[src/rtl/control_unit_legv8_if.sv]
`default_nettype none
// ============================================================================
//  Module      : control_unit_legv8_if
//  Description : Bundles the signals exchanged between the LEGv8 control unit,
//                the instruction memory and the datapath.
//                master : control unit (drives pc / ControlWord / constant /
//                         halted / illegal, consumes instruction / status)
//                slave  : memory + datapath side (the opposite directions)
//  Signals     : instruction[31:0]  fetched word for address pc
//                status[3:0]        datapath flags {V, C, N, Z}
//                pc[63:0]           byte address of the current instruction
//                ControlWord[24:0]  {SA, SB, DA, RegWrite, MemWrite, FS,
//                                    Bsel, EN_Mem, EN_ALU}
//                constant[63:0]     immediate for the datapath B mux
//                halted             processor is in HALT
//                illegal            sticky undecoded-opcode flag
//  Revision    : 1.0 - initial release
// ============================================================================
interface control_unit_legv8_if;
  logic [31:0] instruction;
  logic [3:0]  status;
  logic [63:0] pc;
  logic [24:0] ControlWord;
  logic [63:0] constant;
  logic        halted;
  logic        illegal;

  modport master (
    input  instruction, status,
    output pc, ControlWord, constant, halted, illegal
  );

  modport slave (
    output instruction, status,
    input  pc, ControlWord, constant, halted, illegal
  );
endinterface
`default_nettype wire

[src/rtl/control_unit_legv8.sv]
`default_nettype none
// ============================================================================
//  Module      : control_unit_legv8
//  Description : Multi-cycle control unit for the LEGv8 datapath. Owns the
//                program counter and the instruction register, fetches one
//                32-bit word per instruction, decodes a fixed subset and
//                issues the 25-bit ControlWord plus the 64-bit constant.
//                States: FETCH -> EXEC -> (LOAD) -> FETCH, or HALT.
//  Ports       : clock      single rising-edge clock
//                reset      asynchronous, active-low reset
//                bus        control_unit_legv8_if.master
//                  instruction (in)  word at address pc, combinational
//                  status      (in)  {V, C, N, Z}; only Z is consumed
//                  pc          (out) current instruction address
//                  ControlWord (out) datapath control word
//                  constant    (out) B-mux immediate
//                  halted      (out) high in HALT
//                  illegal     (out) sticky, set on undecoded opcode
//  Parameters  : RESET_PC   PC value loaded on reset
//  Revision    : 1.0 - initial release
// ============================================================================
module control_unit_legv8 #(
  parameter logic [63:0] RESET_PC = 64'd0
) (
  input  logic                 clock,
  input  logic                 reset,
  control_unit_legv8_if.master bus
);

  typedef enum logic [1:0] {
    S_FETCH = 2'd0,
    S_EXEC  = 2'd1,
    S_LOAD  = 2'd2,
    S_HALT  = 2'd3
  } state_t;

  // Opcode fields, matched against the top bits of the instruction register
  localparam logic [10:0] OP_ADD  = 11'b10001011000;
  localparam logic [10:0] OP_SUB  = 11'b11001011000;
  localparam logic [10:0] OP_AND  = 11'b10001010000;
  localparam logic [10:0] OP_ORR  = 11'b10101010000;
  localparam logic [10:0] OP_LDUR = 11'b11111000010;
  localparam logic [9:0]  OP_ADDI = 10'b1001000100;
  localparam logic [9:0]  OP_SUBI = 10'b1101000100;
  localparam logic [7:0]  OP_CBZ  = 8'b10110100;
  localparam logic [7:0]  OP_CBNZ = 8'b10110101;
  localparam logic [5:0]  OP_B    = 6'b000101;
  localparam logic [31:0] INSN_HLT = 32'hD440_0000;

  localparam logic [4:0]  FS_AND  = 5'b00000;
  localparam logic [4:0]  FS_ORR  = 5'b00100;
  localparam logic [4:0]  FS_ADD  = 5'b01000;
  localparam logic [4:0]  FS_SUB  = 5'b01001;

  localparam logic [4:0]  REG_ZR  = 5'd31;
  localparam logic [63:0] PC_STEP = 64'd4;

  // --------------------------------------------------------------------------
  // Architectural state
  // --------------------------------------------------------------------------
  state_t      state_q, state_d;
  logic [63:0] pc_q, pc_d;
  logic [31:0] ir_q, ir_d;
  logic        illegal_q, illegal_d;

  // --------------------------------------------------------------------------
  // Instruction field extraction from IR
  // --------------------------------------------------------------------------
  logic [4:0]  rd_f;       // Rd for R/I formats, Rt for D/CB formats
  logic [4:0]  rn_f;
  logic [4:0]  rm_f;
  logic [63:0] imm12_zx;
  logic [63:0] imm9_sx;
  logic [63:0] br_off;     // CB-format displacement, already scaled to bytes
  logic [63:0] b_off;      // B-format displacement, already scaled to bytes

  assign rd_f     = ir_q[4:0];
  assign rn_f     = ir_q[9:5];
  assign rm_f     = ir_q[20:16];
  assign imm12_zx = {52'd0, ir_q[21:10]};
  assign imm9_sx  = {{55{ir_q[20]}}, ir_q[20:12]};
  assign br_off   = {{43{ir_q[23]}}, ir_q[23:5], 2'b00};
  assign b_off    = {{36{ir_q[25]}}, ir_q[25:0], 2'b00};

  // --------------------------------------------------------------------------
  // Instruction class decode
  // --------------------------------------------------------------------------
  logic       dec_r;
  logic       dec_i;
  logic       dec_ldur;
  logic       dec_cbz;
  logic       dec_cbnz;
  logic       dec_b;
  logic       dec_hlt;
  logic       wr_ok;
  logic [4:0] fs_r;
  logic [4:0] fs_i;

  assign dec_r    = (ir_q[31:21] == OP_ADD) || (ir_q[31:21] == OP_SUB) ||
                    (ir_q[31:21] == OP_AND) || (ir_q[31:21] == OP_ORR);
  assign dec_i    = (ir_q[31:22] == OP_ADDI) || (ir_q[31:22] == OP_SUBI);
  assign dec_ldur = (ir_q[31:21] == OP_LDUR);
  assign dec_cbz  = (ir_q[31:24] == OP_CBZ);
  assign dec_cbnz = (ir_q[31:24] == OP_CBNZ);
  assign dec_b    = (ir_q[31:26] == OP_B);
  assign dec_hlt  = (ir_q == INSN_HLT);

  // X31 is the zero register: writes to it are suppressed at the source
  assign wr_ok    = (rd_f != REG_ZR);

  // SUBI differs from ADDI only in bit 30
  assign fs_i     = ir_q[30] ? FS_SUB : FS_ADD;

  always_comb begin
    case (ir_q[31:21])
      OP_SUB:  fs_r = FS_SUB;
      OP_AND:  fs_r = FS_AND;
      OP_ORR:  fs_r = FS_ORR;
      default: fs_r = FS_ADD;
    endcase
  end

  // --------------------------------------------------------------------------
  // Moore outputs: a function of state and IR only, so an asserted reset
  // zeroes the control word in the same cycle.
  // --------------------------------------------------------------------------
  logic [4:0]  sa_w, sb_w, da_w, fs_w;
  logic        regwrite_w, bsel_w, en_mem_w, en_alu_w;
  logic [63:0] const_w;

  always_comb begin
    sa_w       = 5'd0;
    sb_w       = 5'd0;
    da_w       = 5'd0;
    fs_w       = 5'd0;
    regwrite_w = 1'b0;
    bsel_w     = 1'b0;
    en_mem_w   = 1'b0;
    en_alu_w   = 1'b0;
    const_w    = 64'd0;
    case (state_q)
      S_EXEC: begin
        if (dec_r) begin
          sa_w       = rn_f;
          sb_w       = rm_f;
          da_w       = rd_f;
          fs_w       = fs_r;
          regwrite_w = wr_ok;
          en_alu_w   = 1'b1;
        end else if (dec_i) begin
          sa_w       = rn_f;
          da_w       = rd_f;
          fs_w       = fs_i;
          bsel_w     = 1'b1;
          regwrite_w = wr_ok;
          en_alu_w   = 1'b1;
          const_w    = imm12_zx;
        end else if (dec_ldur) begin
          // Address phase: ALU forms Rn + imm9 for the registered RAM read
          sa_w       = rn_f;
          fs_w       = FS_ADD;
          bsel_w     = 1'b1;
          const_w    = imm9_sx;
        end else if (dec_cbz || dec_cbnz) begin
          // Rt OR 0 passes Rt through the ALU so Z reflects Rt == 0
          sa_w       = rd_f;
          fs_w       = FS_ORR;
          bsel_w     = 1'b1;
        end
      end
      S_LOAD: begin
        // Address fields are repeated so the RAM address stays stable while
        // the read data is steered into Rt.
        sa_w       = rn_f;
        fs_w       = FS_ADD;
        bsel_w     = 1'b1;
        const_w    = imm9_sx;
        da_w       = rd_f;
        en_mem_w   = 1'b1;
        regwrite_w = wr_ok;
      end
      default: ;
    endcase
  end

  assign bus.ControlWord = {sa_w, sb_w, da_w, regwrite_w, 1'b0, fs_w,
                            bsel_w, en_mem_w, en_alu_w};
  assign bus.constant    = const_w;
  assign bus.pc          = pc_q;
  assign bus.halted      = (state_q == S_HALT);
  assign bus.illegal     = illegal_q;

  // Only Z takes part in branch resolution
  logic status_z;
  logic unused_status;
  assign status_z      = bus.status[0];
  assign unused_status = ^bus.status[3:1];

  // --------------------------------------------------------------------------
  // Next-state logic
  // --------------------------------------------------------------------------
  always_comb begin
    state_d   = state_q;
    pc_d      = pc_q;
    ir_d      = ir_q;
    illegal_d = illegal_q;
    case (state_q)
      S_FETCH: begin
        ir_d    = bus.instruction;
        state_d = S_EXEC;
      end
      S_EXEC: begin
        if (dec_r || dec_i) begin
          pc_d    = pc_q + PC_STEP;
          state_d = S_FETCH;
        end else if (dec_ldur) begin
          // PC advances only once the load data has been written
          state_d = S_LOAD;
        end else if (dec_cbz || dec_cbnz) begin
          if (dec_cbz ? status_z : !status_z) begin
            pc_d = pc_q + br_off;
          end else begin
            pc_d = pc_q + PC_STEP;
          end
          state_d = S_FETCH;
        end else if (dec_b) begin
          pc_d    = pc_q + b_off;
          state_d = S_FETCH;
        end else if (dec_hlt) begin
          state_d = S_HALT;
        end else begin
          illegal_d = 1'b1;
          state_d   = S_HALT;
        end
      end
      S_LOAD: begin
        pc_d    = pc_q + PC_STEP;
        state_d = S_FETCH;
      end
      default: ;  // HALT holds everything until reset
    endcase
  end

  always_ff @(posedge clock or negedge reset) begin
    if (!reset) begin
      state_q   <= S_FETCH;
      pc_q      <= RESET_PC;
      ir_q      <= 32'd0;
      illegal_q <= 1'b0;
    end else begin
      state_q   <= state_d;
      pc_q      <= pc_d;
      ir_q      <= ir_d;
      illegal_q <= illegal_d;
    end
  end

endmodule
`default_nettype wire

[src/flat_wrapper.sv]
// flat-port wrapper written by rule: the top's interface ports become plain ports
module control_unit_legv8_flat 
#(
  parameter logic [63:0] RESET_PC = 64'd0
)
  (clock, reset, bus_instruction, bus_status, bus_pc, bus_ControlWord, bus_constant, bus_halted, bus_illegal);
  control_unit_legv8_if bus_i ();
  input  logic clock;
  input  logic reset;
  input wire logic [$bits(bus_i.instruction)-1:0] bus_instruction;
  input wire logic [$bits(bus_i.status)-1:0] bus_status;
  output wire logic [$bits(bus_i.pc)-1:0] bus_pc;
  output wire logic [$bits(bus_i.ControlWord)-1:0] bus_ControlWord;
  output wire logic [$bits(bus_i.constant)-1:0] bus_constant;
  output wire logic [$bits(bus_i.halted)-1:0] bus_halted;
  output wire logic [$bits(bus_i.illegal)-1:0] bus_illegal;
  assign bus_i.instruction = bus_instruction;
  assign bus_i.status = bus_status;
  assign bus_pc = bus_i.pc;
  assign bus_ControlWord = bus_i.ControlWord;
  assign bus_constant = bus_i.constant;
  assign bus_halted = bus_i.halted;
  assign bus_illegal = bus_i.illegal;
  control_unit_legv8 #(.RESET_PC(RESET_PC)) u_core (.clock(clock), .reset(reset), .bus(bus_i));
endmodule
[config.mk]
export PLATFORM = sky130hd
export DESIGN_NAME = control_unit_legv8_flat
export DESIGN_NICKNAME = d
export VERILOG_FILES = /design/src/rtl/control_unit_legv8_if.sv /design/src/rtl/control_unit_legv8.sv /design/src/flat_wrapper.sv
export SDC_FILE = /design/constraint.sdc
export NUM_CORES = 1
export LEC_CHECK = 0
export CAP_MARGIN = 20
export CORE_MARGIN = 4
export CORE_UTILIZATION = 40
export DETAILED_ROUTE_END_ITERATION = 8
export DONT_BUFFER_PORTS = 1
export GPL_ROUTABILITY_DRIVEN = 1
export PLACE_DENSITY = 0.6
export SETUP_SLACK_MARGIN = 0.15
export SLEW_MARGIN = 20
export SYNTH_ARGS = -nofsm -noshare
export SYNTH_HDL_FRONTEND = slang
export SYNTH_SLANG_ARGS = --single-unit
export TNS_END_PERCENT = 1
[constraint.sdc]
create_clock -name clock -period 6.1 [get_ports clock]
set_input_delay 1.525 -clock clock [delete_from_list [all_inputs] [get_ports clock]]
set_output_delay 1.525 -clock clock [all_outputs]
set_load 0.1 [all_outputs]
==> summary.txt, run 1 <==
Outcome
  – Status: finished, violations left
  – Failing checks: setup timing

STA
  – Relative slew margins: 21.8%
  – RSZ-0062 raised after global routing: true
  – Final Cycle Share: 104%
  – Setup ws final: -0.242 ns
  – Fin Clk Skew: 0.0122 ns
  – Pin slew with the least headroom to its limit: 1.17 ns
  – Final number of hold-violating endpoints: 0
  – Period minus WS final: 6.34 ns
  – Slew Viols, Final: 0
  – Final hold slack: 0.575 ns
  – Fmax: 0.158 GHz
  – Finish-stage setup viols: 16

Critical path
  – Crit-path max FO: 33
  – Critical Path Source: u_core.ir_q[23]
  – Crit. End Element: primary output
  – Critical-path cell list: nor3_2, nand4_1, nor2_2, a31oi_2, nor2_4, buf_16, buf_16, buf_16
  – CP max-delay cell: buf_16
  – Critical path arrival: 4.82 ns
  – Most used cell along the critical path: buf_16
  – RR Startpoint: u_core.ir_q[23]
  – CP Data Required Time: 4.58 ns
  – CP startpoint kind: flip-flop
  – Crit path kind: reg -> out
  – Crit-path max cell delay: 2.11 ns
  – R2R setup slack: 1.41 ns

Drt
  – Post-Route WL: 56,300 µm
  – DR vias: 15,900
  – Top routing layer in use: met4
  – Post-DRT Antenna Nets: 0
  – DRC viols: 0
  – Metal2 WL: 25,300 µm
  – TritonRoute pass-1 iters: 6
  – Met1 WL: 24,200 µm
  – WL/cell: 23.1 µm
  – Vias/cell: 6.50
  – Initial detailed-routing violation count: 1,568
  – Met3 wire len: 5170 µm

Place
  – Placed cells: 2,419
  – Port buffer count: 0
  – Post-DP Area: 0.0153 mm²
  – RePlAce Congestion: 1.04
  – Detailed Place HPWL: 42,500 µm

Floorplanning
  – Die height: 199 µm
  – Initial Util: 40.7%
  – Top-level I/O count: 193
  – Die Footprint: 0.0395 mm²
  – DIE WIDTH: 199 µm
  – Core Region: 0.0357 mm²
  – Row Count: 69

Run
  – Number of max-cap violations: 0

Synth
  – Yosys top cell area share: 16.7%
  – Top post-synthesis cells by count: a21oi_1, nand2_1, nor2_1, o21ai_0, ha_1
  – Most common cell in the synthesized netlist: a21oi_1
  – FF+latch count, synth: 97
  – Mean Syn Cell Area: 7.25 µm²
  – Ys flop type: dfrtp_1
  – Post-synth top area cell: dfrtp_1
  – Top post-synthesis cells by area: dfrtp_1, ha_1, a21oi_1, nand2_1, o21ai_0
  – Cell variety after synth: 86
  – Post-Syn Instances: 2,006
  – Synth async-reset ratio: 100%
  – Mapped Area: 0.0145 mm²
  – Number of flops mapped to enable cells by yosys: 0
  – Synthesis Warnings: 0
  – Seq/Total Area, Yosys: 16.7%

Clock tree
  – CTS tree: built
  – TritonCTS sink count: 97
  – Cts bufs inserted: 9
  – CTS Root Cell: clkbuf_16
  – Clk pin slew, worst setup/hold paths: 0.09 ns
  – Max H-tree Level: 3
  – Hold-fix buffers, CTS: 0
  – Skew-Pair Late Insertion Delay: 0.38 ns
  – Clock buffer depth: 2

Cells and area
  – Share of cells above drive strength 1: 10.9%
  – Post-route insts no fill: 2,439
  – Final net count: 2,140
  – Final core area utilization: 43.8%
  – Filler cells: 3,703
  – P&R area growth vs syn: 7.70%
  – # diodes: 0
  – Final Cell Area: 0.0157 mm²

GRT
  – Initial antenna violation count: 0
  – First-pass GRT wire length: 86,800 µm
  – Pin count of the biggest net entering global routing: 98
  – Gr usage total: 27.6%
  – Remaining global-route overflow: 0
  – Number of global-route vias before repair: 15,100

Hold path
  – Hold crit path type: reg -> reg
  – Hold Crit Start: u_core.ir_q[28]
==> critical path: cells and delay by family (launching register included) <==
family | cells | cell delay [ns]
AOI/OAI and AO/OA | 1 | 0.14
buffers and inverters | 3 | 2.97
DFF | 1 | 0.43
and+or+nand+nor | 4 | 0.71
==> layout make-up <==
type	count	area [µm²]	share of cell area, %
Clock buffer	9	225	1.44
Clock inverter	7	81.3	0.520
Inverter	44	165	1.06
Multi-Input combinational cell	1701	11200	71.2
Sequential cell	97	2430	15.5
Tap cell	461	577	3.68
Timing Repair Buffer	120	1020	6.54
==> final timing paths <==
check                                     to  cells past startpoint
setup / recovery            bus_constant[20]                      8
hold / removal               u_core.ir_q[28]                      1
setup reg to reg           u_core.bus.pc[63]                     13
hold reg to reg              u_core.ir_q[28]                      1
max in group asynchronous  u_core.bus.pc[12]                      0
min in group asynchronous  u_core.bus.pc[22]                      0
==> cells in the final DEF, fill, tap and decap left out, types with 17 or more instances in the layout <==
| cell | synthesis | layout |
|---|---|---|
| xnor2_1 | 66 | 66 |
| nor3_1 | 46 | 45 |
| a21o_1 | 68 | 68 |
| o21bai_1 | 23 | 23 |
| o22ai_1 | 21 | 21 |
| xor2_1 | 52 | 52 |
| a211oi_1 | 24 | 24 |
| nor2_1 | 141 | 136 |
| o21a_1 | 25 | 25 |
| o21ai_0 | 132 | 131 |
| o211ai_1 | 17 | 17 |
| o31ai_1 | 18 | 17 |
| nand3_1 | 72 | 72 |
| and3_1 | 33 | 33 |
| nand2_1 | 203 | 202 |
| and2_1 | 24 | 23 |
| ha_1 | 127 | 127 |
| buf_4 | 63 | 110 |
| mux2_2 | 34 | 34 |
| inv_1 | 44 | 44 |
| a31oi_1 | 29 | 28 |
| dfrtp_1 | 97 | 94 |
| a21oi_1 | 251 | 247 |
| nand4_1 | 59 | 59 |
==> routing by layer <==
layer  up-vias  global-route usage, %
li1       7400                      -
met1      7612                   38.1
met2       745                   43.7
met3       101                   5.39
met4         0                   8.54
met5         -                      0
==> kinds of logic after synthesis <==
family                     share of synthesized area [%]
buffers and inverters                               7.20
and+or+nand+nor                                     22.5
xor gates and xnor gates                            7.11
adders and majority gates                           11.2
DFF                                                 16.7
muxes                                               3.39
other                                             0.0258
AOI/OAI and AO/OA                                   31.8
==> flip-flops by register name (all words and copies together), names as in the netlist <==
| signal | cells |
|---|---|
| u_core.bus.pc | 62 |
| u_core.ir_q | 32 |
| u_core.state_q | 2 |
| u_core.bus.illegal | 1 |
==> metrics by stage <==
stage          TNS (ns)  setup slack, ns
2_1_floorplan         0            0.557
3_3_place_gp      -1.23           -0.166
3_5_place_dp      -1.95           -0.204
4_1_cts           -3.29           -0.229
5_1_grt           -5.29           -0.347
6_report          -2.77           -0.242
==> what timing repair did <==
item                                    4_1_cts  5_1_grt
resized for setup                             8        0
endpoints found under the setup margin       21       21
buffers inserted                              1        1
pin swaps                                     3        2
gates cloned                                  0        0
Power of run 1 is not shown: default switching activity piles up to over one toggle a cycle in this logic, so the estimate is an artifact.
==> run 2: changes to the inputs <==
- PLACE_DENSITY: 0.6 -> unset
- PLACE_DENSITY_LB_ADDON: unset -> 0.2
==> summary.txt, run 2 (synthesized netlist as in run 1, its figures left out) <==
STA
  – Fin Clk Skew: 0.0169 ns (+0.00467 ns)
  – Slew Viols, Final: 0 (unchanged)
  – Fmax: 0.155 GHz (-1.4%)
  – Setup ws final: -0.335 ns (-0.0926 ns)
  – Pin slew with the least headroom to its limit: 1.17 ns (-0.00782 ns)
  – Finish-stage setup viols: 23 (+7)
  – RSZ-0062 raised after global routing: true
  – Final number of hold-violating endpoints: 0 (unchanged)
  – Relative slew margins: 22.3% (+0.52 points)
  – Period minus WS final: 6.43 ns (+0.0926 ns)
  – Final Cycle Share: 105% (+1.5 points)

Floorplanning
  – DIE WIDTH: 199 µm (unchanged)
  – Core Region: 0.0357 mm² (unchanged)
  – Die Footprint: 0.0395 mm² (unchanged)
  – Initial Util: 40.7% (unchanged)
  – Die height: 199 µm (unchanged)
  – Row Count: 69 (unchanged)
  – Top-level I/O count: 193 (unchanged)

Drt
  – Initial detailed-routing violation count: 1,540 (-1.8%)
  – WL/cell: 23.5 µm (+2.0%)
  – Post-DRT Antenna Nets: 0 (unchanged)
  – DR vias: 15,800 (-0.17%)
  – Post-Route WL: 57,700 µm (+2.5%)
  – DRC viols: 0 (unchanged)
  – TritonRoute pass-1 iters: 6 (unchanged)
  – Vias/cell: 6.46 (-0.70%)

Critical path
  – CP startpoint kind: flip-flop
  – Crit-path max FO: 34 (+3.0%)
  – Crit path kind: reg -> out
  – Depth of the most critical reg-to-reg path: 13 (unchanged)
  – RR Startpoint: u_core.ir_q[23]
  – CP max-delay cell: buf_16
  – Crit. End Element: primary output
  – Critical path arrival: 4.91 ns (+0.09 ns)
  – Most used cell along the critical path: buf_16
  – CP Data Required Time: 4.58 ns (about the same)
  – R2R setup slack: 1.47 ns (+0.06 ns)
  – Crit-path max cell delay: 2.19 ns (+0.08 ns)
  – RR Endpoint: u_core.bus.pc[63]
  – Critical-path cell list: and3b_2, nand4_1, nor2_2, a31oi_2, nor2_4, buf_16, buf_16, buf_16

Hold path
  – Hold Crit Start: u_core.ir_q[28]
  – Hold EP: u_core.ir_q[28]
  – Hold path depth: 1 (unchanged)
  – Hold crit path type: reg -> reg

Cells and area
  – Filler cells: 3,694 (-0.24%)
  – P&R area growth vs syn: 8.38%
  – Register Area: 0.00243 mm² (about the same)
  – Share of cells above drive strength 1: 11.5% (+0.63 points)
  – Commonest non-fill, non-tap cells in the layout: a21oi_1, nand2_1, nor2_1
  – Final core area utilization: 44.1% (+0.28 points)
  – Final net count: 2,153 (+0.61%)
  – # diodes: 0 (unchanged)
  – Area of the multi-input gates: 0.0112 mm² (about the same)
  – Largest register FFs: 62 (unchanged)
  – Commonest non-fill, non-tap cell in the layout: a21oi_1

Clock tree
  – CTS tree: built
  – Clock buffer depth: 2 (unchanged)
  – TritonCTS sink count: 97 (unchanged)
  – Cts bufs inserted: 9 (unchanged)
  – Clk pin slew, worst setup/hold paths: 0.09 ns (about the same)
  – Hold-fix buffers, CTS: 0 (unchanged)
  – CTS Root Cell: clkbuf_16
  – Max H-tree Level: 3 (unchanged)
  – Skew-Pair Late Insertion Delay: 0.38 ns (about the same)

GRT
  – Remaining global-route overflow: 0 (unchanged)
  – First-pass GRT wire length: 88,200 µm (+1.6%)
  – Initial antenna violation count: 0 (unchanged)
  – Gr usage total: 28.2% (+0.57 points)
  – Number of global-route vias before repair: 15,000 (-0.40%)
  – Pin count of the biggest net entering global routing: 98 (unchanged)

Place
  – Port buffer count: 0 (unchanged)
  – Detailed Place HPWL: 43,500 µm (+2.1%)
  – RePlAce Congestion: 0.962 (-7.1%)

Run
  – Number of max-cap violations: 0 (unchanged)

Outcome
  – Failing checks: setup timing
  – Status: finished, violations left
[run 2: cell count changes in the layout (fill, tap and decap cells not counted), sizes merged]
cell / before / now
clkinv: 3 / 4
buf: 119 / 132
inv: 48 / 47
[run 2: through the flow]
stage | hold WS, ns | worst slack [ns] | cell area (µm²) | cells | TNS [ns]
floorplan | 0.511 | 0.557 | 14600 | 2010 | 0
global placement | 0.545 | -0.261 | 15300 | 2426 | -1.22
detailed placement | 0.548 | -0.302 | 15300 | 2426 | -1.42
CTS | 0.565 | -0.303 | 15700 | 2450 | -1.73
global route | 0.607 | -0.430 | 15800 | 2452 | -5.96
finish | 0.560 | -0.335 | 15800 | 2452 | -2.34
[run 2: worst max path at each step]
stage | endpoint | startpoint | slack [ns] | cells after the start
6_report | bus_constant[15] | u_core.ir_q[25] | -0.33 | 8
5_1_grt | bus_constant[18] | u_core.ir_q[25] | -0.43 | 8
4_1_cts | bus_constant[15] | u_core.ir_q[24] | -0.30 | 8
3_5_place_dp | bus_constant[15] | u_core.ir_q[24] | -0.30 | 8
3_3_place_gp | bus_constant[13] | u_core.ir_q[24] | -0.26 | 8
2_1_floorplan | bus_constant[13] | u_core.ir_q[23] | 0.56 | 6
[run 2: repair_timing]
item	in CTS	in global routing
cloned	0	0
endpoints found under the hold margin	0	0
resized for setup	8	2
endpoints found under the setup margin	36	36
buffers inserted	8	0
pin swaps	2	1
[run 2: layout make-up]
cell class              instances  area share (%)
well taps                     461            3.66
multi-input cells            1701            70.8
clock inverters                 7           0.516
flip-flops and latches         97            15.4
inverters                      44            1.05
repair buffers                133            7.11
clock buffers                   9            1.43
[run 2: worst max-delay path, delay by kind of cell (launching register included)]
family                 cells  cell delay [ns]
AO/OA/AOI/OAI              1             0.14
buffers and inverters      3             3.06
flip-flops                 1             0.41
AND/OR/NAND/NOR            4             0.71
[run 2: per-layer routing]
layer	vias up	part of all wire, %	track usage (%)
li1	7428	-	-
met4	0	2.9	7.62
met2	741	45	45.0
met1	7553	43	39.3
met3	109	8.8	5.08
met5	-	0	0
Power of run 2 is left out for the same reason.
==> run 3: changes to the inputs <==
- PLACE_DENSITY: unset -> 0.51
- PLACE_DENSITY_LB_ADDON: 0.2 -> unset
==> summary.txt, run 3 (synthesized netlist as in run 1, its figures left out) <==
Drt
  – Initial detailed-routing violation count: 1,399 (-9.2%)
  – Vias/cell: 6.33 (-2.0%)
  – DRC viols: 0 (unchanged)
  – DR vias: 15,600 (-1.4%)
  – WL/cell: 23.7 µm (+0.94%)
  – TritonRoute pass-1 iters: 6 (unchanged)
  – Post-Route WL: 58,500 µm (+1.5%)
  – Post-DRT Antenna Nets: 0 (unchanged)

Floorplanning
  – Row Count: 69 (unchanged)
  – Die height: 199 µm (unchanged)
  – Core Region: 0.0357 mm² (unchanged)
  – DIE WIDTH: 199 µm (unchanged)
  – Initial Util: 40.7% (unchanged)
  – Top-level I/O count: 193 (unchanged)
  – Die Footprint: 0.0395 mm² (unchanged)

STA
  – Final Cycle Share: 117% (+12 points)
  – Finish-stage setup viols: 34 (+48%)
  – RSZ-0062 raised after global routing: true
  – Period minus WS final: 7.14 ns (+0.703 ns)
  – Pin slew with the least headroom to its limit: 1.17 ns (+0.00406 ns)
  – Slew Viols, Final: 0 (unchanged)
  – Fin Clk Skew: 0.0134 ns (-0.00351 ns)
  – Final number of hold-violating endpoints: 0 (unchanged)
  – Fmax: 0.140 GHz (-9.9%)
  – Setup ws final: -1.04 ns (-0.703 ns)
  – Relative slew margins: 22.0% (-0.27 points)

Cells and area
  – Post-route insts no fill: 2,465 (+0.53%)
  – Share of cells above drive strength 1: 12.3% (+0.77 points)
  – P&R area growth vs syn: 8.90%
  – Commonest non-fill, non-tap cell in the layout: a21oi_1
  – Final core area utilization: 44.3% (+0.21 points)
  – Final net count: 2,166 (+0.60%)
  – Commonest non-fill, non-tap cells in the layout: a21oi_1, nand2_1, buf_4
  – # diodes: 0 (unchanged)
  – Final Cell Area: 0.0158 mm² (+0.48%)
  – Largest register FFs: 62 (unchanged)

Clock tree
  – Clk pin slew, worst setup/hold paths: 0.09 ns (about the same)
  – Skew-Pair Late Insertion Delay: 0.38 ns (about the same)
  – Cts bufs inserted: 9 (unchanged)
  – CTS tree: built
  – Max H-tree Level: 3 (unchanged)
  – Hold-fix buffers, CTS: 0 (unchanged)
  – Clock buffer depth: 2 (unchanged)
  – TritonCTS sink count: 97 (unchanged)
  – CTS Root Cell: clkbuf_16

GRT
  – Number of global-route vias before repair: 15,000 (-0.15%)
  – Gr usage total: 28.6% (+0.43 points)
  – Pin count of the biggest net entering global routing: 98 (unchanged)
  – First-pass GRT wire length: 88,900 µm (+0.81%)
  – Remaining global-route overflow: 0 (unchanged)
  – Initial antenna violation count: 1 (+1)

Critical path
  – Most used cell along the critical path: buf_16
  – RR Startpoint: u_core.ir_q[23]
  – CP max-delay cell: buf_16
  – Critical path arrival: 5.61 ns (+0.70 ns)
  – Crit path kind: reg -> out
  – Critical-path cell list: buf_6, mux2i_2, nand2_2, nor2_4, nor2b_4, a31oi_4, nor2_4, buf_16, buf_16, buf_16
  – Crit-path max FO: 31 (-8.8%)
  – Crit. End Element: primary output
  – CP Data Required Time: 4.58 ns (about the same)
  – Critical Path Source: u_core.ir_q[24]
  – CP startpoint kind: flip-flop
  – R2R setup slack: 1.60 ns (+0.13 ns)
  – Crit-path max cell delay: 2.03 ns (-0.16 ns)

Run
  – Number of max-cap violations: 0 (unchanged)

Outcome
  – Status: finished, violations left
  – Failing checks: setup timing

Hold path
  – Hold Crit Start: u_core.ir_q[28]
  – Hold crit path type: reg -> reg

Place
  – Dpl ws: -1.04 ns (-0.738 ns)
  – Post-DP Area: 0.0153 mm² (+0.20%)
  – Detailed Place HPWL: 44,900 µm (+3.2%)
  – Port buffer count: 0 (unchanged)
  – RePlAce Congestion: 0.950 (-1.2%)
  – Placed cells: 2,433 (+0.29%)
## run 3: cell count changes in the layout (fill, tap and decap cells not counted), sizes merged
cell    before  now
buf        132  146
clkbuf      10    9
clkinv       4    2
inv         47   49
## run 3: timing repair
item,CTS,global route
pin swaps,5,6
setup buffers,13,3
endpoints found under the hold margin,0,0
resized for setup,13,4
endpoints found under the setup margin,34,34
## run 3: worst paths after layout
path	endpoint	cells past startpoint
min in group asynchronous	u_core.bus.pc[17]	0
max	bus_constant[44]	10
max in group asynchronous	u_core.bus.pc[55]	0
min	u_core.ir_q[28]	1
max reg2reg	u_core.bus.pc[63]	14
min reg2reg	u_core.ir_q[28]	1
## run 3: metrics by stage
step                      hold WS [ns]  TNS [ns]
after floorplan                  0.511         0
after global placement           0.535    -22.97
after detailed placement         0.553    -23.15
after CTS                        0.576    -23.91
after global routing             0.602    -27.03
final                            0.573    -23.61
## run 3: cell type report
| type | instances | area [µm²] |
|---|---|---|
| repair buffers | 146 | 1170 |
| clock inverters | 7 | 76.3 |
| multi-input cells | 1701 | 11200 |
| flip-flops and latches | 97 | 2430 |
| fillers | 3751 | 19900 |
| well taps | 461 | 577 |
| clock buffers | 9 | 225 |
| inverters | 44 | 165 |
## run 3: per-layer routing
layer / global-route usage [%] / vias to the layer above / wire, µm
li1: - / 7451 / -
met1: 39.9 / 7443 / 25900
met2: 46.3 / 617 / 26800
met3: 3.69 / 89 / 4070
met4: 8.79 / 2 / 1760
met5: 0 / - / 13
## run 3: critical path, delay by kind of cell (launching register included)
kind | cells | cell delay [ns]
buffers and inverters | 4 | 3.76
and+or+nand+nor | 4 | 0.43
DFF | 1 | 0.41
muxes | 1 | 0.14
AOI/OAI and AO/OA | 1 | 0.12
Power of run 3 is left out for the same reason.
